`config.mk`:
```
export PLATFORM = sky130hd
export DESIGN_NAME = mem_bus_arbiter
export DESIGN_NICKNAME = d
export VERILOG_FILES = /design/src/rtl/mem_bus_arbiter_pkg.sv /design/src/rtl/mem_req_latch.sv /design/src/rtl/mem_bus_arbiter.sv
export SDC_FILE = /design/constraint.sdc
export NUM_CORES = 1
export LEC_CHECK = 0
export BUFFER_PORTS_ARGS = -buffer_cell sky130_fd_sc_hd__buf_4
export CORE_UTILIZATION = 48
export DETAILED_ROUTE_END_ITERATION = 16
export PLACE_DENSITY = 0.81
export SLEW_MARGIN = 20
export SYNTH_ARGS = -nofsm -noshare
export SYNTH_HDL_FRONTEND = slang
export SYNTH_HIERARCHICAL = 1
export SYNTH_SLANG_ARGS = --single-unit
```
`constraint.sdc`:
```
create_clock -name clock -period 2.4 [get_ports clock]
set_input_delay 0.24 -clock clock [delete_from_list [all_inputs] [get_ports clock]]
set_output_delay 0.24 -clock clock [all_outputs]
set_load 0.02 [all_outputs]
```
`src/rtl/mem_bus_arbiter_pkg.sv`:
```
// mem_bus_arbiter_pkg: state encoding, default limits and byte-enable helper
// shared by the memory bus arbiter files.
package mem_bus_arbiter_pkg;

    typedef enum logic [1:0] {
        IDLE    = 2'd0,
        GRANT_D = 2'd1,
        GRANT_I = 2'd2
    } arb_state_e;

    localparam int TIMEOUT_DEFAULT      = 255;
    localparam int MAX_DATA_RUN_DEFAULT = 4;

    function automatic logic [3:0] bus_be(input logic write, input logic [3:0] sel);
        return write ? sel : 4'b1111;
    endfunction

endpackage

```
`src/rtl/mem_req_latch.sv`:
```
// mem_req_latch: per-port pending flag plus capture of the early request info.
// A strobe in the completing cycle is taken as the next access.
module mem_req_latch #(
    parameter int W = 32
) (
    input  logic         clock,
    input  logic         reset,
    input  logic         strobe,
    input  logic [W-1:0] info,
    input  logic         clear,
    output logic         pend,
    output logic [W-1:0] info_out
);

    logic         pend_q, pend_d;
    logic [W-1:0] info_q, info_d;
    logic         load;

    always_comb begin
        load   = strobe & (~pend_q | clear);
        pend_d = load | (pend_q & ~clear);
        info_d = load ? info : info_q;
    end

    always_ff @(posedge clock) begin
        if (reset) begin
            pend_q <= 1'b0;
            info_q <= '0;
        end else begin
            pend_q <= pend_d;
            info_q <= info_d;
        end
    end

    assign pend     = pend_q;
    assign info_out = info_q;

endmodule

```
`src/rtl/mem_bus_arbiter.sv`:
```
// mem_bus_arbiter: shares one req/ack memory bus between the data port
// (priority, with a run limit) and instruction fetch, with ack timeout.
module mem_bus_arbiter
    import mem_bus_arbiter_pkg::*;
#(
    parameter int TIMEOUT      = TIMEOUT_DEFAULT,
    parameter int MAX_DATA_RUN = MAX_DATA_RUN_DEFAULT
) (
    input  logic        clock,
    input  logic        reset,
    input  logic        D_EarlyStrobe,
    input  logic [31:0] D_EarlyAddress,
    input  logic        D_EarlyWrite,
    input  logic [31:0] D_WriteData,
    input  logic [3:0]  D_ByteSelect,
    input  logic        D_Write,
    output logic        D_Stall,
    output logic [31:0] D_ReadData,
    output logic        D_Valid,
    input  logic        I_EarlyStrobe,
    input  logic [31:0] I_EarlyAddress,
    output logic        I_Stall,
    output logic [31:0] I_ReadData,
    output logic        I_Valid,
    output logic        mem_req,
    output logic [31:0] mem_addr,
    output logic        mem_we,
    output logic [3:0]  mem_be,
    output logic [31:0] mem_wdata,
    input  logic        mem_ack,
    input  logic [31:0] mem_rdata,
    output logic        bus_error
);

    arb_state_e  state_q, state_d;
    logic [7:0]  run_q, run_d;
    logic [31:0] tmo_q, tmo_d;
    logic        d_pend, i_pend;
    logic [32:0] d_info;
    logic [31:0] i_addr;
    logic        busy, squash, ack_ok, timeout, done, contend, pick_i;

    mem_req_latch #(.W(33)) u_d_latch (
        .clock    (clock),
        .reset    (reset),
        .strobe   (D_EarlyStrobe),
        .info     ({D_EarlyWrite, D_EarlyAddress}),
        .clear    (D_Valid),
        .pend     (d_pend),
        .info_out (d_info)
    );

    mem_req_latch #(.W(32)) u_i_latch (
        .clock    (clock),
        .reset    (reset),
        .strobe   (I_EarlyStrobe),
        .info     (I_EarlyAddress),
        .clear    (I_Valid),
        .pend     (i_pend),
        .info_out (i_addr)
    );

    always_comb begin
        busy       = state_q == GRANT_D || state_q == GRANT_I;
        // A squashed store never reaches the bus and retires on its own.
        squash     = state_q == GRANT_D && d_info[32] && !D_Write;
        mem_req    = state_q == GRANT_I || (state_q == GRANT_D && !squash);
        ack_ok     = mem_req && mem_ack;
        timeout    = TIMEOUT != 0 && mem_req && !mem_ack && tmo_q == 32'(TIMEOUT - 1);
        done       = squash || ack_ok || timeout;
        D_Valid    = state_q == GRANT_D && done;
        I_Valid    = state_q == GRANT_I && done;
        D_ReadData = (state_q == GRANT_D && ack_ok) ? mem_rdata : '0;
        I_ReadData = (state_q == GRANT_I && ack_ok) ? mem_rdata : '0;
        bus_error  = timeout;
        D_Stall    = d_pend && !D_Valid;
        I_Stall    = i_pend && !I_Valid;
        mem_we     = mem_req && state_q == GRANT_D && d_info[32];
        mem_addr   = !mem_req ? '0 : state_q == GRANT_D ? d_info[31:0] : i_addr;
        mem_be     = !mem_req ? 4'b0000 : bus_be(mem_we, D_ByteSelect);
        mem_wdata  = (mem_req && state_q == GRANT_D) ? D_WriteData : '0;
        contend    = d_pend && i_pend;
        pick_i     = i_pend && (!d_pend || run_q == 8'(MAX_DATA_RUN));
        state_d    = !busy ? (pick_i ? GRANT_I : d_pend ? GRANT_D : IDLE) : done ? IDLE : state_q;
        run_d      = busy ? run_q : pick_i ? 8'd0 : d_pend ? (contend ? run_q + 8'd1 : 8'd0) : run_q;
        tmo_d      = !busy ? 32'd0 : mem_req ? tmo_q + 32'd1 : tmo_q;
    end

    always_ff @(posedge clock) begin
        if (reset) begin
            state_q <= IDLE;
            run_q   <= '0;
            tmo_q   <= '0;
        end else begin
            state_q <= state_d;
            run_q   <= run_d;
            tmo_q   <= tmo_d;
        end
    end

endmodule

```
After elaboration in Yosys (flattened, before gate mapping)
Cells that the tools add are included.
- register bits: 109
- logic and storage cells: 71
- output and inout port bits: 139
- bitwise gates (word level): 13
- muxes and demuxes: 14
- equal/unequal tests: 5
- add/sub/neg operators: 2
- reduce and logical (&&, ||, !) cells: 30
- operators with widths (operator ; count):
    32-bit two-way mux ; 5
    32-bit by 1-bit adder with 32-bit output, second input constant ; 1
    32-bit by 8-bit == test with 1-bit output, second input constant ; 1
    8-bit two-way mux ; 3
    1-bit logical AND ; 16
    8-bit by 1-bit adder with 8-bit output, second input constant ; 1
    8-bit by 3-bit == test with 1-bit output, second input constant ; 1
    4-bit two-way mux ; 2
    1-bit zero test ; 6
    2-bit two-way mux ; 3
    1-bit logical OR ; 5
    1-bit NOT ; 5
    1-bit bitwise AND ; 4
    1-bit OR ; 4
    2-bit by 1-bit == test with 1-bit output, second input constant ; 1
    2-bit == test, second input constant ; 1
    2-bit by 1-bit inequality test with 1-bit output, second input constant ; 1
    2-bit AND reduction ; 1
    2-bit nonzero test ; 1
    2-bit OR reduction ; 1
    1-bit two-way mux ; 1

Logic depth before layout (Yosys ltp)
Gate-level depths: netlist of the first run.
- word-level depth: 13
- gate-level depth with buffers: 12
- depth with buffers taken out: 10

Cells and area by module
The synthesis of the first run kept the hierarchy.
- modules (own cells, without submodules) (module ; area an instance (sq um) ; sequential area each (sq um) ; instances ; cells each):
    mem_bus_arbiter ; 3330.7 ; 840.8 ; 1 ; 454
    mem_req_latch at u_d_latch ; 1552.7 ; 680.7 ; 1 ; 148
    mem_req_latch at u_i_latch ; 1485.2 ; 660.6 ; 1 ; 143

Worst setup path after synthesis of the first run
No wires, ideal clock.
- kind: register to register
- from: reg tmo_q[0]
- to: reg u_i_latch.info_q[0], in the netlist u_i_latch/info_out[0]
- cell stages (with the launch flop): 12
- data required time: 2.328 ns
- clock period less this slack: 2.896 ns
- slack: -0.496 ns
- arrival: 2.825 ns
- path through: dfxtp_1 > inv_1 > ha_1 > nor4b_1 > nand3_1 > nor4_1 > a221o_1 > and2_1 > inv_1 > a21boi_4 > buf_8 > mux2i_1
- longest elaborated chain between the ends: 6
- RTL lines (element ; RTL line ; text):
    from (decl) ; mem_bus_arbiter.sv:37 ; logic [31:0] tmo_q, tmo_d;
    from (signal assigned) ; mem_bus_arbiter.sv:97 ; tmo_q <= tmo_d;
    32-bit by 8-bit == test with 1-bit output ; mem_bus_arbiter.sv:69 ; timeout = TIMEOUT != 0 && mem_req && !mem_ack && tmo_q == 32'(TIMEOUT - 1);
    1-bit logical AND ; mem_bus_arbiter.sv:69 ;
    named net bus_error ; mem_bus_arbiter.sv:32 ; output logic bus_error
    1-bit logical OR ; mem_bus_arbiter.sv:70 ; done = squash || ack_ok || timeout;
    1-bit logical AND ; mem_bus_arbiter.sv:72 ; I_Valid = state_q == GRANT_I && done;
    named net I_Valid ; mem_bus_arbiter.sv:24 ; output logic I_Valid,
    1-bit OR ; mem_req_latch.sv:20 ; load = strobe & (~pend_q | clear);
    1-bit bitwise AND ; mem_req_latch.sv:20 ;
    to (signal assigned) ; mem_req_latch.sv:31 ; info_q <= info_d;
    to (decl) ; mem_req_latch.sv:16 ; logic [W-1:0] info_q, info_d;
The timed path passes the listed nets, and every way through them passes these cells.
A chain may end at the register's enable or synchronous reset.

Worst setup path in the final report of the first run
- from: reg tmo_q[0]
- to: reg u_d_latch.info_q[22], in the netlist u_d_latch/info_out[22]
- longest elaborated chain between the ends: 6
- RTL lines (element ; RTL line ; text):
    32-bit by 8-bit == test with 1-bit output ; mem_bus_arbiter.sv:69 ;
    1-bit logical AND ; mem_bus_arbiter.sv:69 ;
    1-bit logical OR ; mem_bus_arbiter.sv:70 ;
    1-bit logical AND ; mem_bus_arbiter.sv:71 ; D_Valid = state_q == GRANT_D && done;
    1-bit OR ; mem_req_latch.sv:20 ;
    1-bit bitwise AND ; mem_req_latch.sv:20 ;
    to (signal assigned) ; mem_req_latch.sv:31 ;
    to (decl) ; mem_req_latch.sv:16 ;
No other way between the ends.

==> impl_metrics.yaml, run 1 <==
cts:
  cts_max_path_buffers: 2
  htree_num_levels: 3
  cts_made_buffers: 9
  cts.sinks: 109
  cts_tree: "done"
  clk_latency_ns: 0.35
  clk_pin_slew_ns: 0.08
  ctsHoldBuffers: 0
  cts_root_buf: "clkbuf_16"
power:
  leakagePower_nw: 4.21
  ir_drop_mv: 0.308
  power_mw: 4.43
  pwr_density_cell_mw_per_mm2: 479
yosys:
  synth_top_area_share: 0.343
  synth_top_cell_by_area: "dfxtp_1"
  yosys-top-cells-area: "dfxtp_1, mux2i_1, nand2b_1"
  yosysWarnings: 6
  synth_nets: 890
  ys_ff_latch: 109
  ys_types: 49
  syn-cell-area_mm2: 0.00637
  synth_ff_type: "dfxtp_1"
  synth-edff-count: 0
  async_flop_share: 0
  synthCells: 745
  synth-seq-area-share: 0.343
  synth_area_per_cell_um2: 8.55
floorplanning:
  die_area_mm2: 0.0137
  die_h_um: 117
  die_w_um: 117
  pin_count: 278
  num_rows: 41
  start_util: 0.499
  coreArea_mm2: 0.0128
worst_setup_path:
  crit_fanout: 6
  path_cells: "inv_2 -> ha_4 -> nor4b_4 -> nand3_2 -> nor4_4 -> a221o_1 -> buf_4 -> and2_4 -> inv_4 -> a21boi_4 -> buf_12 -> clkbuf_16 -> mux2i_1"
  worst_ep_required_time_ns: 2.67
  cp_data_arrival_time_ns: 2.77
  path_class: "flip-flop to flip-flop"
  cpPeakStageDelay_ns: 0.33
  cp-start-kind: "flip-flop"
  cp-end-kind: "flip-flop"
  cp_slowest_cell: "dfxtp_2"
sta:
  slew_viol_final: 0
  skew_ns: 0.00734
  hold_violations: 0
  period_share: 1.04
  rsz0062_at_grt: "yes"
  worstMarginPinSlew_ns: 0.640
  setup_viol_count_final: 27
  fin_crit_ns: 2.50
  setup_ws_ns: -0.0973
  tns_ns: -1.22
  fmax_ghz: 0.400
  max_slew_margin: 0.573
global_routing:
  antenna_found_initial: 4
  track_usage: 0.275
  grt_pass1_vias: 5472
  grt_overflow: 0
  grt_pass1_wl_um: 28300
  grt_max_degree: 139
placed_design:
  dp_slack_ns: 0.00545
  dp.cells: 1159
  place_congestion: 0.853
  port_buffers: 277
  dpl.hpwl_um: 13800
drt:
  viasPerCell: 5.22
  dr.max_layer_used: "met5"
  drc_errors: 0
  ant_nets: 0
  wl_met3_um: 1440
  drtIter0Drc: 408
  drt_pre_antenna_iters: 5
  num_vias: 6228
  met1_length_um: 8410
  wl_met2_um: 9880
  routed_wirelength_um: 20100
  routedWlPerCell_um: 16.9
final_layout:
  syn_to_final_growth_pct: 45.2
  nets: 1159
  drive_above_1_share: 0.355
  instances_no_fill: 1193
run:
  drv_cap: 0
status:
  violations: "setup timing"
  status: "finished, violations left"
min_path:
  hold_class: "input pin to flip-flop"
[cell families after synthesis]
group,after synthesis,share of synthesized area
adder cells (fa/ha/maj),6,0.0118
multiplexers,97,0.152
XOR/XNOR,23,0.0316
AND/OR/NAND/NOR,397,0.358
flip-flops,109,0.343
buffers and inverters,67,0.0578
AO/OA/AOI/OAI,46,0.0456
[flip-flops by register name (all words and copies together), names as in the netlist]
signal / flops
u_d_latch/pend: 1
u_d_latch/info_out: 33
state_q: 2
run_q: 8
u_i_latch/info_out: 32
tmo_q: 32
u_i_latch/pend: 1
[area by class of cell]
cell class	instances	area, um^2
antenna	2	5.00
tap	172	215
multi-input combinational	569	3940
inverter	11	43.8
clock buffer	9	225
sequential	109	2190
timing repair buffer	314	2580
fill	971	3530
clock inverter	7	50.0
[worst max-delay path, delay by kind of cell, from the launching register on]
family                   cells  cell delay [ns]
buffers and inverters        5             0.57
AND/OR/NAND/NOR              4             0.75
flip-flops                   1             0.33
multiplexers                 1             0.20
AO/OA/AOI/OAI                2             0.45
adder cells (fa/ha/maj)      1             0.12
[final timing paths]
| check | startpoint | to | slack (ns) | cells past startpoint |
|---|---|---|---|---|
| worst max-delay path | tmo_q[0]$_SDFFE_PP0P_ | u_d_latch/info_out[22]$_SDFFE_PP0P_ | -0.1 | 13 |
| worst min-delay path | I_EarlyStrobe | u_i_latch/pend$_SDFF_PP0_ | 0.13 | 3 |
| worst max register to register | tmo_q[0]$_SDFFE_PP0P_ | u_d_latch/info_out[22]$_SDFFE_PP0P_ | -0.1 | 13 |
| worst min register to register | u_i_latch/info_out[15]$_SDFFE_PP0P_ | u_i_latch/info_out[15]$_SDFFE_PP0P_ | 0.47 | 2 |
[layout by cell type, fill, tap and decap left out, types with 4 or more instances in the layout]
cell type	Yosys	final
nand4_1	16	16
nor2_1	72	72
nand3_1	8	7
clkbuf_16	0	13
nand2b_1	131	131
nand2_1	21	21
a21oi_1	18	17
dfxtp_1	109	105
dfxtp_2	0	4
xnor2_1	9	9
buf_4	0	298
or3_1	13	13
buf_12	3	8
o21ai_0	13	13
inv_1	11	8
xor2_1	14	14
mux2i_1	97	97
nor4_1	10	5
and2_1	36	34
and3_1	68	68
[synth_stat cells, types with 6 or more instances]
| cell type | number |
|---|---|
| a21oi_1 | 18 |
| and2_1 | 36 |
| and3_1 | 68 |
| buf_1 | 6 |
| clkbuf_1 | 38 |
| dfxtp_1 | 109 |
| ha_1 | 6 |
| inv_1 | 11 |
| mux2i_1 | 97 |
| nand2_1 | 21 |
| nand2b_1 | 131 |
| nand3_1 | 8 |
| nand4_1 | 16 |
| nor2_1 | 72 |
| nor4_1 | 10 |
| o21ai_0 | 13 |
| or3_1 | 13 |
| xnor2_1 | 9 |
| xor2_1 | 14 |
[where the power goes]
part / switching (mW) / internal (mW) / total [mW]
Sequential: 0.0518 / 1.89 / 1.94
Clock: 0.703 / 0.711 / 1.41
Combinational: 0.534 / 0.546 / 1.08
Total: 1.29 / 3.14 / 4.43
[stage by stage]
| stage | utilization | instance area (um^2) | hold slack, ns |
|---|---|---|---|
| floorplan | - | 6400 | 0.309 |
| CTS | 0.706 | 9020 | 0.113 |
| global placement | 0.673 | 8590 | 0.456 |
| finish | 0.724 | 9250 | 0.135 |
| global route | 0.724 | 9250 | 0.142 |
| detailed placement | 0.673 | 8590 | 0.461 |
[metal layers]
layer	up-vias	track usage
met5	-	0
met1	2909	0.342
li1	3056	-
met4	4	0.0852
met2	235	0.477
met3	24	0.0561
[what timing repair did]
| action | in CTS | in global routing |
|---|---|---|
| pin swaps | 4 | 8 |
| endpoints found under the setup margin | 109 | 79 |
| cloned | 2 | 4 |
| buffers inserted | 6 | 6 |
| resized for setup | 10 | 19 |
Power figures use the tool's default switching activity.
==> inputs of run 2 (changes only) <==
--- a/config.mk
+++ b/config.mk
@@ -6,11 +6,11 @@
 export NUM_CORES = 1
 export LEC_CHECK = 0
 export BUFFER_PORTS_ARGS = -buffer_cell sky130_fd_sc_hd__buf_4
-export CORE_UTILIZATION = 48
+export CORE_UTILIZATION = 50
+export CTS_CLUSTER_SIZE = 20
 export DETAILED_ROUTE_END_ITERATION = 16
 export PLACE_DENSITY = 0.81
 export SLEW_MARGIN = 20
 export SYNTH_ARGS = -nofsm -noshare
 export SYNTH_HDL_FRONTEND = slang
-export SYNTH_HIERARCHICAL = 1
 export SYNTH_SLANG_ARGS = --single-unit
==> run 2 against run 1 <==
Against the previous run: sequential share of layout area shrank 2.0 points; the run now ends clean; via count rose by 32%; critical path depth down 6; clock power is 18% higher; largest power group unchanged; count of clock-buffer cells in the layout up 2; clock skew decreased by 0.00082 ns; combinational power rose by 41%.
==> impl_metrics.yaml, run 2 <==
placed_design:
  dp_slack_ns: 0.0998
  dpl.hpwl_um: 18100
  dp.cells: 1330
  port_buffers: 277
  place_congestion: 0.893
worst_setup_path:
  path_cells: "buf_4 -> nor4_1 -> nand4_1 -> nor4_4 -> nor2_1 -> o21a_1 -> buf_4"
  crit_path_frequent_cell: "buf_4"
  cpPeakStageDelay_ns: 0.33
  r2r-start: "tmo_q[12]$_SDFFE_PP0P_"
  cp_data_arrival_time_ns: 2.13
  path_class: "flip-flop to output pin"
  r2r-end: "tmo_q[31]$_SDFFE_PP0P_"
  worst_ep_required_time_ns: 2.16
  cp-end-kind: "output pin"
  r2r_slack_ns: 0.07
  crit_family: "simple AND/OR/NAND/NOR gates"
  cp_slowest_cell: "dfxtp_1"
  crit_fanout: 5
  crit_buf_inv: 2
  reg2reg_depth: 5
  cp-start-kind: "flip-flop"
yosys:
  synth_top_area_share: 0.300
  synth_top_family_by_area: "simple AND/OR/NAND/NOR gates"
  synth_nets: 1087
  muxShareOfSynthArea: 0.0453
  synth_top_cell_by_area: "dfxtp_1"
  synthAdderAreaFrac: 0.0103
  yosys-top-cells-area: "dfxtp_1, a32oi_1, nor3b_1"
  synth-xor-area-share: 0.0301
  yosysWarnings: 0
  ys_ff_latch: 109
  synth-seq-area-share: 0.300
  synthCells: 942
  synth_common_cells: "dfxtp_1, clkbuf_1, nor2_1, and3_1, nor2b_1"
  synth_ff_type: "dfxtp_1"
  synth_area_per_cell_um2: 7.73
  synth.most_common_cell: "dfxtp_1"
  ys_types: 50
  syn-cell-area_mm2: 0.00728
  yosys.area_share.simple: 0.374
  synth_compound_area_frac: 0.179
  async_flop_share: 0
  synth-edff-count: 0
power:
  ir_drop_mv: 0.431
  combPwrFrac: 0.295
  leakagePower_nw: 4.23
  p_seq_frac: 0.380
  power_mw: 5.16
  pwr_density_cell_mw_per_mm2: 512
  clkPwrFrac: 0.324
  internal_power_mw: 3.50
  swShare: 0.322
  switchingPower_mw: 1.66
drt:
  routed_wirelength_um: 26300
  wl_met2_um: 12500
  drt_pre_antenna_iters: 5
  ant_nets: 0
  met1_length_um: 11300
  wl_met3_um: 2180
  viasPerCell: 6.10
  routedWlPerCell_um: 19.5
  num_vias: 8238
  drtIter0Drc: 773
  drc_errors: 0
  dr.max_layer_used: "met4"
min_path:
  hold_path_depth: 4
  hold_class: "input pin to flip-flop"
  min_to: "u_d_latch.info_out[24]$_SDFFE_PP0P_"
  worstHoldStart: "D_EarlyAddress[24]"
sta:
  setup_viol_count_final: 0
  fin_crit_ns: 2.37
  slew_viol_final: 0
  worstMarginPinSlew_ns: 0.591
  setup_ws_ns: 0.0304
  skew_ns: 0.00653
  max_slew_margin: 0.606
  hold_violations: 0
  period_share: 0.987
  hold_slack_ns: 0.296
  fmax_ghz: 0.422
  rsz0062_at_grt: "yes"
cts:
  htree_num_levels: 3
  clk_latency_ns: 0.36
  cts_max_path_buffers: 2
  cts_made_buffers: 9
  cts.sinks: 109
  ctsHoldBuffers: 0
  cts_tree: "done"
  clk_pin_slew_ns: 0.07
  cts_root_buf: "clkbuf_16"
floorplanning:
  num_rows: 43
  coreArea_mm2: 0.0140
  die_area_mm2: 0.0151
  die_w_um: 123
  pin_count: 278
  die_h_um: 123
  start_util: 0.519
final_layout:
  instances_no_fill: 1351
  mostFrequentLayoutCells: "buf_4, dfxtp_1, nor2_1, and3_1, nor2b_1"
  syn_to_final_growth_pct: 38.3
  utilization: 0.717
  nets: 1310
  layout_commonest_cell: "buf_4"
  largest_reg_flops: 33
  drive_above_1_share: 0.306
global_routing:
  grt_pass1_wl_um: 39800
  grt_overflow: 0
  antenna_found_initial: 1
  track_usage: 0.340
  grt_pass1_vias: 7301
  grt_max_degree: 67
status:
  status: "finished clean"
run:
  drv_cap: 0
## run 2: what timing repair did
action                                  in CTS  in global routing
gates resized for setup                      9                  8
gates cloned                                 0                  1
buffers inserted                             2                  1
pin swaps                                    2                  6
endpoints found under the setup margin       5                  6
## run 2: stage by stage
step | TNS, ns | area (um^2)
finish | 0 | 10100
global route | -0.0897 | 10100
CTS | 0 | 10000
detailed placement | 0 | 9590
global placement | 0 | 9590
floorplan | 0 | 7290
## run 2: layout make-up
cell class / instances / area, um^2
clock inverters: 5 / 82.6
diodes: 1 / 2.50
multi-input cells: 716 / 4800
repair buffers: 315 / 2470
inverters: 14 / 52.6
fillers: 1148 / 3970
flip-flops and latches: 109 / 2180
well taps: 180 / 225
clock buffers: 11 / 253
## run 2: power by group through the flow
stage	clock (mW)	sequential [mW]	combinational (mW)
floorplan	0	1.98	0.835
global placement	0	2.00	1.45
detailed placement	0	2.00	1.46
CTS	1.68	1.96	1.48
global route	1.76	1.97	1.61
finish	1.67	1.96	1.52
## run 2: cell families (layout without fill, tap and decap cells)
kind of cell	after synthesis	count (layout)
flip-flops	109	109
buffers and inverters	117	345
XOR/XNOR	25	25
AND/OR/NAND/NOR	481	481
AO/OA/AOI/OAI	171	171
adder cells (fa/ha/maj)	6	6
multiplexers	33	33
other	0	1
## run 2: worst reg2reg max path, delay by kind of cell, from the launching register on
family / cells / cell delay, ns
and+or+nand+nor: 3 / 1.30
DFF: 1 / 0.48
AOI/OAI and AO/OA: 2 / 0.42
## run 2: how the worst max path moves through the flow
stage / startpoint / end / slack [ns] / cells after the start
3_5_place_dp: tmo_q[0]$_SDFFE_PP0P_ / I_Stall / 0.1 / 8
4_1_cts: tmo_q[13]$_SDFFE_PP0P_ / D_Stall / 0.02 / 6
5_1_grt: tmo_q[21]$_SDFFE_PP0P_ / I_Stall / -0.05 / 7
6_report: tmo_q[21]$_SDFFE_PP0P_ / I_Stall / 0.03 / 7
2_1_floorplan: tmo_q[0]$_SDFFE_PP0P_ / D_Valid / 0.06 / 7
3_3_place_gp: tmo_q[24]$_SDFFE_PP0P_ / I_Stall / 0.22 / 6
## run 2: metal layers
| layer | global-route usage | vias up |
|---|---|---|
| met5 | 0 | - |
| met2 | 0.553 | 379 |
| met1 | 0.454 | 3923 |
| met4 | 0.0846 | 0 |
| met3 | 0.0734 | 29 |
| li1 | - | 3907 |
